### src/rtl/uart_pkg.sv
// Shared UART definitions: frame-sequencing states used by the receiver and transmitter.
package uart_pkg;

  typedef enum logic [2:0] {
    IDLE,
    START,
    DATA,
    PARITY,
    STOP
  } uart_state_t;

endpackage

### src/rtl/uart_rx_sync.sv
// Two-flop synchroniser for the rx line plus a 5-sample history of the synchronised value.
// hold_high reports that the four samples preceding in_sample were all high.
module uart_rx_sync (
  input  logic clk,
  input  logic rst,
  input  logic in,
  output logic in_sample,
  output logic hold_high
);

  logic       meta;
  logic [4:0] hist;

  // Reset to the idle (high) line level so a held-high line arms immediately.
  always_ff @(posedge clk) begin
    if (rst) begin
      meta <= 1'b1;
      hist <= '1;
    end else begin
      meta <= in;
      hist <= {hist[3:0], meta};
    end
  end

  assign in_sample = hist[0];
  assign hold_high = &hist[4:1];

endmodule

### src/rtl/uart_rx_core.sv
// Parametrised UART receiver running on the oversample tick; parity is compiled in with UART_RX_PARITY_EN.
// Result outputs (done / frame_err / parity_err / out) are held for OVERSAMPLE ticks after each frame.
module uart_rx_core
  import uart_pkg::*;
#(
  parameter int DATA_BITS  = 8,
  parameter int OVERSAMPLE = 16,
  parameter int STOP_BITS  = 1,
  parameter int PARITY_ODD = 0
) (
  input  logic                 clk,
  input  logic                 rst,
  input  logic                 en,
  input  logic                 in,
  output logic                 busy,
  output logic                 done,
  output logic                 frame_err,
  output logic                 parity_err,
  output logic [DATA_BITS-1:0] out
);

  localparam int CW = $clog2(OVERSAMPLE);
  localparam int IW = $clog2(DATA_BITS);
  localparam logic [CW-1:0] LAST = CW'(OVERSAMPLE - 1);
  localparam logic [CW-1:0] HALF = CW'(OVERSAMPLE / 2 - 1);
  localparam logic [CW-1:0] PRE  = CW'(OVERSAMPLE - 2);

  if (DATA_BITS < 5 || DATA_BITS > 9) begin : g_bad_data_bits
    $error("DATA_BITS must be 5..9");
  end
  if (OVERSAMPLE < 8 || OVERSAMPLE > 64 || (OVERSAMPLE & (OVERSAMPLE - 1)) != 0) begin : g_bad_os
    $error("OVERSAMPLE must be a power of two in 8..64");
  end
  if (STOP_BITS < 1 || STOP_BITS > 2) begin : g_bad_stop
    $error("STOP_BITS must be 1 or 2");
  end
  if (PARITY_ODD < 0 || PARITY_ODD > 1) begin : g_bad_par
    $error("PARITY_ODD must be 0 or 1");
  end

  uart_state_t          state;
  logic [CW-1:0]        cnt;
  logic [CW-1:0]        hold_cnt;
  logic [IW-1:0]        bit_index;
  logic                 stop_idx;
  logic [DATA_BITS-1:0] data;
  logic                 frame_pend;
  logic                 fin;
  logic                 in_sample;
  logic                 hold_high;

`ifdef UART_RX_PARITY_EN
  localparam logic ODD = (PARITY_ODD != 0);
  logic par_acc;
  logic par_pend;
  logic par_flag;
  assign parity_err = par_flag;
`else
  localparam logic par_pend = 1'b0;
  assign parity_err = 1'b0;
`endif

  uart_rx_sync u_sync (
    .clk       (clk),
    .rst       (rst),
    .in        (in),
    .in_sample (in_sample),
    .hold_high (hold_high)
  );

  always_ff @(posedge clk) begin
    if (rst || !en) begin
      state      <= IDLE;
      cnt        <= '0;
      bit_index  <= '0;
      stop_idx   <= 1'b0;
      hold_cnt   <= '0;
      data       <= '0;
      frame_pend <= 1'b0;
      fin        <= 1'b0;
      busy       <= 1'b0;
      done       <= 1'b0;
      frame_err  <= 1'b0;
      out        <= '0;
`ifdef UART_RX_PARITY_EN
      par_acc    <= 1'b0;
      par_pend   <= 1'b0;
      par_flag   <= 1'b0;
`endif
    end else begin
      fin <= 1'b0;

      // Result stage one tick after the last stop sample; the hold timer is reloaded on every frame.
      if (fin) begin
        busy      <= 1'b0;
        hold_cnt  <= LAST;
        done      <= !(frame_pend || par_pend);
        frame_err <= frame_pend;
        out       <= (frame_pend || par_pend) ? '0 : data;
`ifdef UART_RX_PARITY_EN
        par_flag  <= par_pend;
`endif
      end else if (hold_cnt != '0) begin
        hold_cnt <= hold_cnt - 1'b1;
      end else begin
        done      <= 1'b0;
        frame_err <= 1'b0;
        out       <= '0;
`ifdef UART_RX_PARITY_EN
        par_flag  <= 1'b0;
`endif
      end

      case (state)
        IDLE: begin
          if (!in_sample && (cnt != '0 || hold_high)) begin
            if (cnt == HALF) begin
              // cnt starts at 1 so the data mid-points fall where cnt wraps from LAST.
              state      <= START;
              cnt        <= CW'(1);
              busy       <= 1'b1;
              bit_index  <= '0;
              stop_idx   <= 1'b0;
              frame_pend <= 1'b0;
`ifdef UART_RX_PARITY_EN
              par_acc    <= 1'b0;
              par_pend   <= 1'b0;
`endif
            end else begin
              cnt <= cnt + 1'b1;
            end
          end else begin
            cnt <= '0;
          end
        end
        START: begin
          cnt <= cnt + 1'b1;
          if (cnt == PRE) state <= DATA;
        end
        DATA: begin
          cnt <= cnt + 1'b1;
          if (cnt == LAST) begin
            data[bit_index] <= in_sample;
`ifdef UART_RX_PARITY_EN
            par_acc <= par_acc ^ in_sample;
`endif
            if (bit_index == IW'(DATA_BITS - 1)) begin
`ifdef UART_RX_PARITY_EN
              state <= PARITY;
`else
              state <= STOP;
`endif
            end else begin
              bit_index <= bit_index + 1'b1;
            end
          end
        end
`ifdef UART_RX_PARITY_EN
        PARITY: begin
          cnt <= cnt + 1'b1;
          if (cnt == LAST) begin
            par_pend <= in_sample ^ par_acc ^ ODD;
            state    <= STOP;
          end
        end
`endif
        STOP: begin
          cnt <= cnt + 1'b1;
          if (cnt == LAST) begin
            frame_pend <= frame_pend | ~in_sample;
            if (stop_idx == 1'(STOP_BITS - 1)) begin
              state <= IDLE;
              cnt   <= '0;
              fin   <= 1'b1;
            end else begin
              stop_idx <= 1'b1;
            end
          end
        end
        default: begin
          state <= IDLE;
          cnt   <= '0;
        end
      endcase
    end
  end

endmodule
### config.mk
export PLATFORM = sky130hd
export DESIGN_NAME = uart_rx_core
export DESIGN_NICKNAME = d
export VERILOG_FILES = /design/src/rtl/uart_pkg.sv /design/src/rtl/uart_rx_sync.sv /design/src/rtl/uart_rx_core.sv
export SDC_FILE = /design/constraint.sdc
export NUM_CORES = 1
export LEC_CHECK = 0
export ABC_AREA = 1
export ABC_CLOCK_PERIOD_IN_PS = 1980
export CAP_MARGIN = 20
export CORE_ASPECT_RATIO = 1.25
export CORE_MARGIN = 1.5
export CORE_UTILIZATION = 56
export DETAILED_ROUTE_END_ITERATION = 16
export HOLD_SLACK_MARGIN = 0.1
export PLACE_DENSITY = 0.73
export SYNTH_ARGS = -nofsm -noshare
export SYNTH_HDL_FRONTEND = slang
export SYNTH_SLANG_ARGS = --single-unit
export TNS_END_PERCENT = 20
### constraint.sdc
create_clock -name clk -period 1.98 [get_ports clk]
set_clock_uncertainty 0.1 [all_clocks]
set_input_delay 0.297 -clock clk [delete_from_list [all_inputs] [get_ports clk]]
set_output_delay 0.297 -clock clk [all_outputs]
set_load 0.03 [all_outputs]
==> results of run 1 <==
## cell usage after synthesis
master	count
nand3_4	1
nand2_4	2
nand3_2	3
nand3_1	9
o21ai_1	8
inv_1	26
o31ai_1	1
a21oi_1	26
or2_1	1
nor2_1	25
nand2_2	6
nor3_1	4
nor2_4	3
o21ai_0	3
a21oi_2	3
dfxtp_1	41
conb_1	1
nand3b_1	2
inv_4	1
buf_4	1
clkbuf_1	1
buf_2	2
nor2_2	7
a31oi_1	2
or2_2	5
xor2_1	1
ha_1	6
nand4_1	2
inv_2	6
nand2_1	50
nor2_8	1
## logic make-up (layout without fill, tap and decap cells)
kind of cell,count (synthesis),after routing,synth area share (%)
compound gates,43,43,12.2
xor+xnor,1,1,0.460
fa+ha+maj,6,6,3.94
buf+inv,37,57,7.75
flops,41,41,43.1
other cells,1,1,0.197
simple gates,121,121,32.4
## metrics by stage
step	cell area, µm²	std cells	utilization (%)	power, mW	worst slack, ns
global placement	2080	299	64.7	1.18	0.367
CTS	2170	307	67.4	1.71	0.278
floorplan	1900	250	-	1.10	0.529
global route	2170	307	67.4	1.78	0.209
finish	2170	307	67.4	1.70	0.292
detailed placement	2080	299	64.7	1.19	0.332
## power by group through the flow
stage	clock, mW	sequential, mW	combinational (mW)
5_1_grt	0.573	0.884	0.328
3_3_place_gp	0	0.898	0.285
2_1_floorplan	0	0.891	0.212
4_1_cts	0.545	0.879	0.291
3_5_place_dp	0	0.898	0.290
6_report	0.534	0.879	0.285
## worst min path at each step
| stage | cells after the start | startpoint | slack [ns] | endpoint |
|---|---|---|---|---|
| finish | 1 | u_sync.meta$_SDFF_PP1_ | 0.32 | u_sync.hist[0]$_SDFF_PP1_ |
| global route | 1 | u_sync.meta$_SDFF_PP1_ | 0.33 | u_sync.hist[0]$_SDFF_PP1_ |
| CTS | 1 | u_sync.meta$_SDFF_PP1_ | 0.33 | u_sync.hist[0]$_SDFF_PP1_ |
| detailed placement | 1 | u_sync.meta$_SDFF_PP1_ | 0.31 | u_sync.hist[0]$_SDFF_PP1_ |
| global placement | 1 | u_sync.meta$_SDFF_PP1_ | 0.31 | u_sync.hist[0]$_SDFF_PP1_ |
| floorplan | 2 | rst | 0.29 | u_sync.hist[1]$_SDFF_PP1_ |
## flip-flops by register name (all words and copies together), names as in the netlist, 3 cells and up
register,count
cnt,4
hold_cnt,4
u_sync.hist,5
state,3
bit_index,3
out,8
data,8
## area by class of cell
| cell class | instances | area (µm²) |
|---|---|---|
| Fill cell | 301 | 1050 |
| Multi-Input combinational cell | 172 | 936 |
| Sequential cell | 41 | 821 |
| Timing Repair Buffer | 16 | 155 |
| Inverter | 33 | 126 |
| Clock buffer | 5 | 68.8 |
| Tap cell | 37 | 46.3 |
| Clock inverter | 3 | 17.5 |
## placed cells by master (no fill, tap or decap), types with 2 or more instances in the layout
cell / Yosys / layout
nand3b_1: 2 / 2
inv_1: 26 / 26
buf_4: 1 / 2
nor3_1: 4 / 4
nand4_1: 2 / 2
clkinv_2: 0 / 2
inv_2: 6 / 6
nand3_2: 3 / 3
a21oi_1: 26 / 26
clkbuf_8: 0 / 5
nor2_4: 3 / 3
ha_1: 6 / 6
nand2_4: 2 / 2
clkdlybuf4s50_1: 0 / 14
dfxtp_1: 41 / 41
nor2_2: 7 / 7
nor2_1: 25 / 25
nand2_2: 6 / 6
or2_2: 5 / 5
o21ai_1: 8 / 8
nand3_1: 9 / 9
nand2_1: 50 / 50
a21oi_2: 3 / 3
a31oi_1: 2 / 2
o21ai_0: 3 / 3
## layer usage
layer,up-vias,GRT usage (%),part of all wire (%)
li1,832,-,-
met1,670,23.5,46
met2,19,37.5,49
met3,8,3.93,2.8
met4,0,11.0,2.0
met5,-,0,0
==> qor.txt, run 1 <==
Initial antenna violation count = 0
Unrepaired setup endpoints after global routing = false
Netlist cell types = 31
Total track usage = 21.3%
Hold crit path type = flop to flop
Worst setup SP type = flop
# DRC = 0
CP arrival = 1.29 ns
Sw Pwr = 0.495 mW
H-tree depth = 2
Reg2reg setup slack = 0.42 ns
CTS tree = built
Die Y = 68.2 µm
Final count of hold timing violations = 0
Launch point of the worst path = out[1]$_SDFFE_PP0P_
Maxcap violations = 0
Clock Pin Slew Worst Setup and Hold Paths = 0.08 ns
Worst slew pin tran = 0.556 ns
Worst relative slew slack = 62.8%
Post-Route WL = 3330 µm
CP Depth = 1
Largest net degree at the start of global routing = 18
Global-route wire length before repair = 5740 µm
Combinational fraction of design power = 16.8%
CTS sink count = 41
Top post-synthesis cells by area = dfxtp_1 43%, nand2_1 9.9%, a21oi_1 6.8%
CTS Root Cell = clkbuf_8
Hold buffer count at CTS = 0
Layout Nets = 279
Sequential share of power = 51.8%
Vias in the first global route = 1,397
Post-DP HPWL = 2510 µm
Crit path largest cell delay = 0.66 ns
Maximum clock path buffer count = 2
Core Box Area = 3220 µm²
Power Internal = 1.20 mW
CP endpoint kind = output pin
Yosys warns = 0
Post-CTS Resized = 0
Mean Syn Cell Area = 7.62 µm²
Num CTS Buffers = 5
CP Class = flop to output pin
Fmax = 592 MHz
Pleak = 0.884 nW
Starting density of the core = 59.1%
Syn Nets = 260
Avg Vias per Cell = 4.98
Min Hold Slack = 0.321 ns
Kind of cell adding the most delay to the critical path = buffers and inverters
Worst endpoint required time = 1.58 ns
# setup viols final = 0
Synth top area share = 43.1%
Post-DRT Antenna Nets = 0
WL/cell = 10.9 µm
Switching Share = 29.2%
Last element of the critical path = out[1]
Final TNS setup = 0 ns
Detailed Routing Iterations Pass 1 = 4
Critical path fanouts, max = 2
Clock share of power = 31.4%
Buffers & Inverters on Critical Path = 1
Post-CTS Setup Bufs = 0
Worst r2r dst = state[1]$_SDFFE_PP0P_
FF-to-FF path depth = 8
Sequential-to-total area share from yosys stat = 43.1%
Area Growth Syn to Fin = 14.0%
Placer Congestion = 0.822
Tmin final = 1.69 ns
Worst-Skew Late Latency = 0.29 ns
Row count = 23
Peak supply drop = 663 µV
Worst path cell trace = clkdlybuf4s50_1
Port-buffer cells = 14
Final worst-path cycle share = 85.3%
Mapped cell area = 1900 µm²
Die width = 55.2 µm
N_diodes = 0
Layout cell share with drive strength beyond 1 = 17.8%
DR vias = 1,529
Critical R2R Launch = cnt[1]$_SDFF_PP0_
Cells after Synth = 250
Leading area contributor after synthesis = dfxtp_1
Synth Register Bits = 41
Io pins = 16
Grt ovf = 0
Die Area = 3760 µm²
Drt initial violations = 22
Pwr Density = 782 nW/µm²
CP max stage cell = clkdlybuf4s50_1
Final Max Slew Viols = 0
Status = complete, no violations
Note: power is estimated with default switching activity, not from simulation.
==> run 2, diff against run 1 <==
Settings changed: ABC_CLOCK_PERIOD_IN_PS 1980 to default.
==> results of run 2 <==
Same layout as run 1: the final DEF is identical, and so are final timing and power.
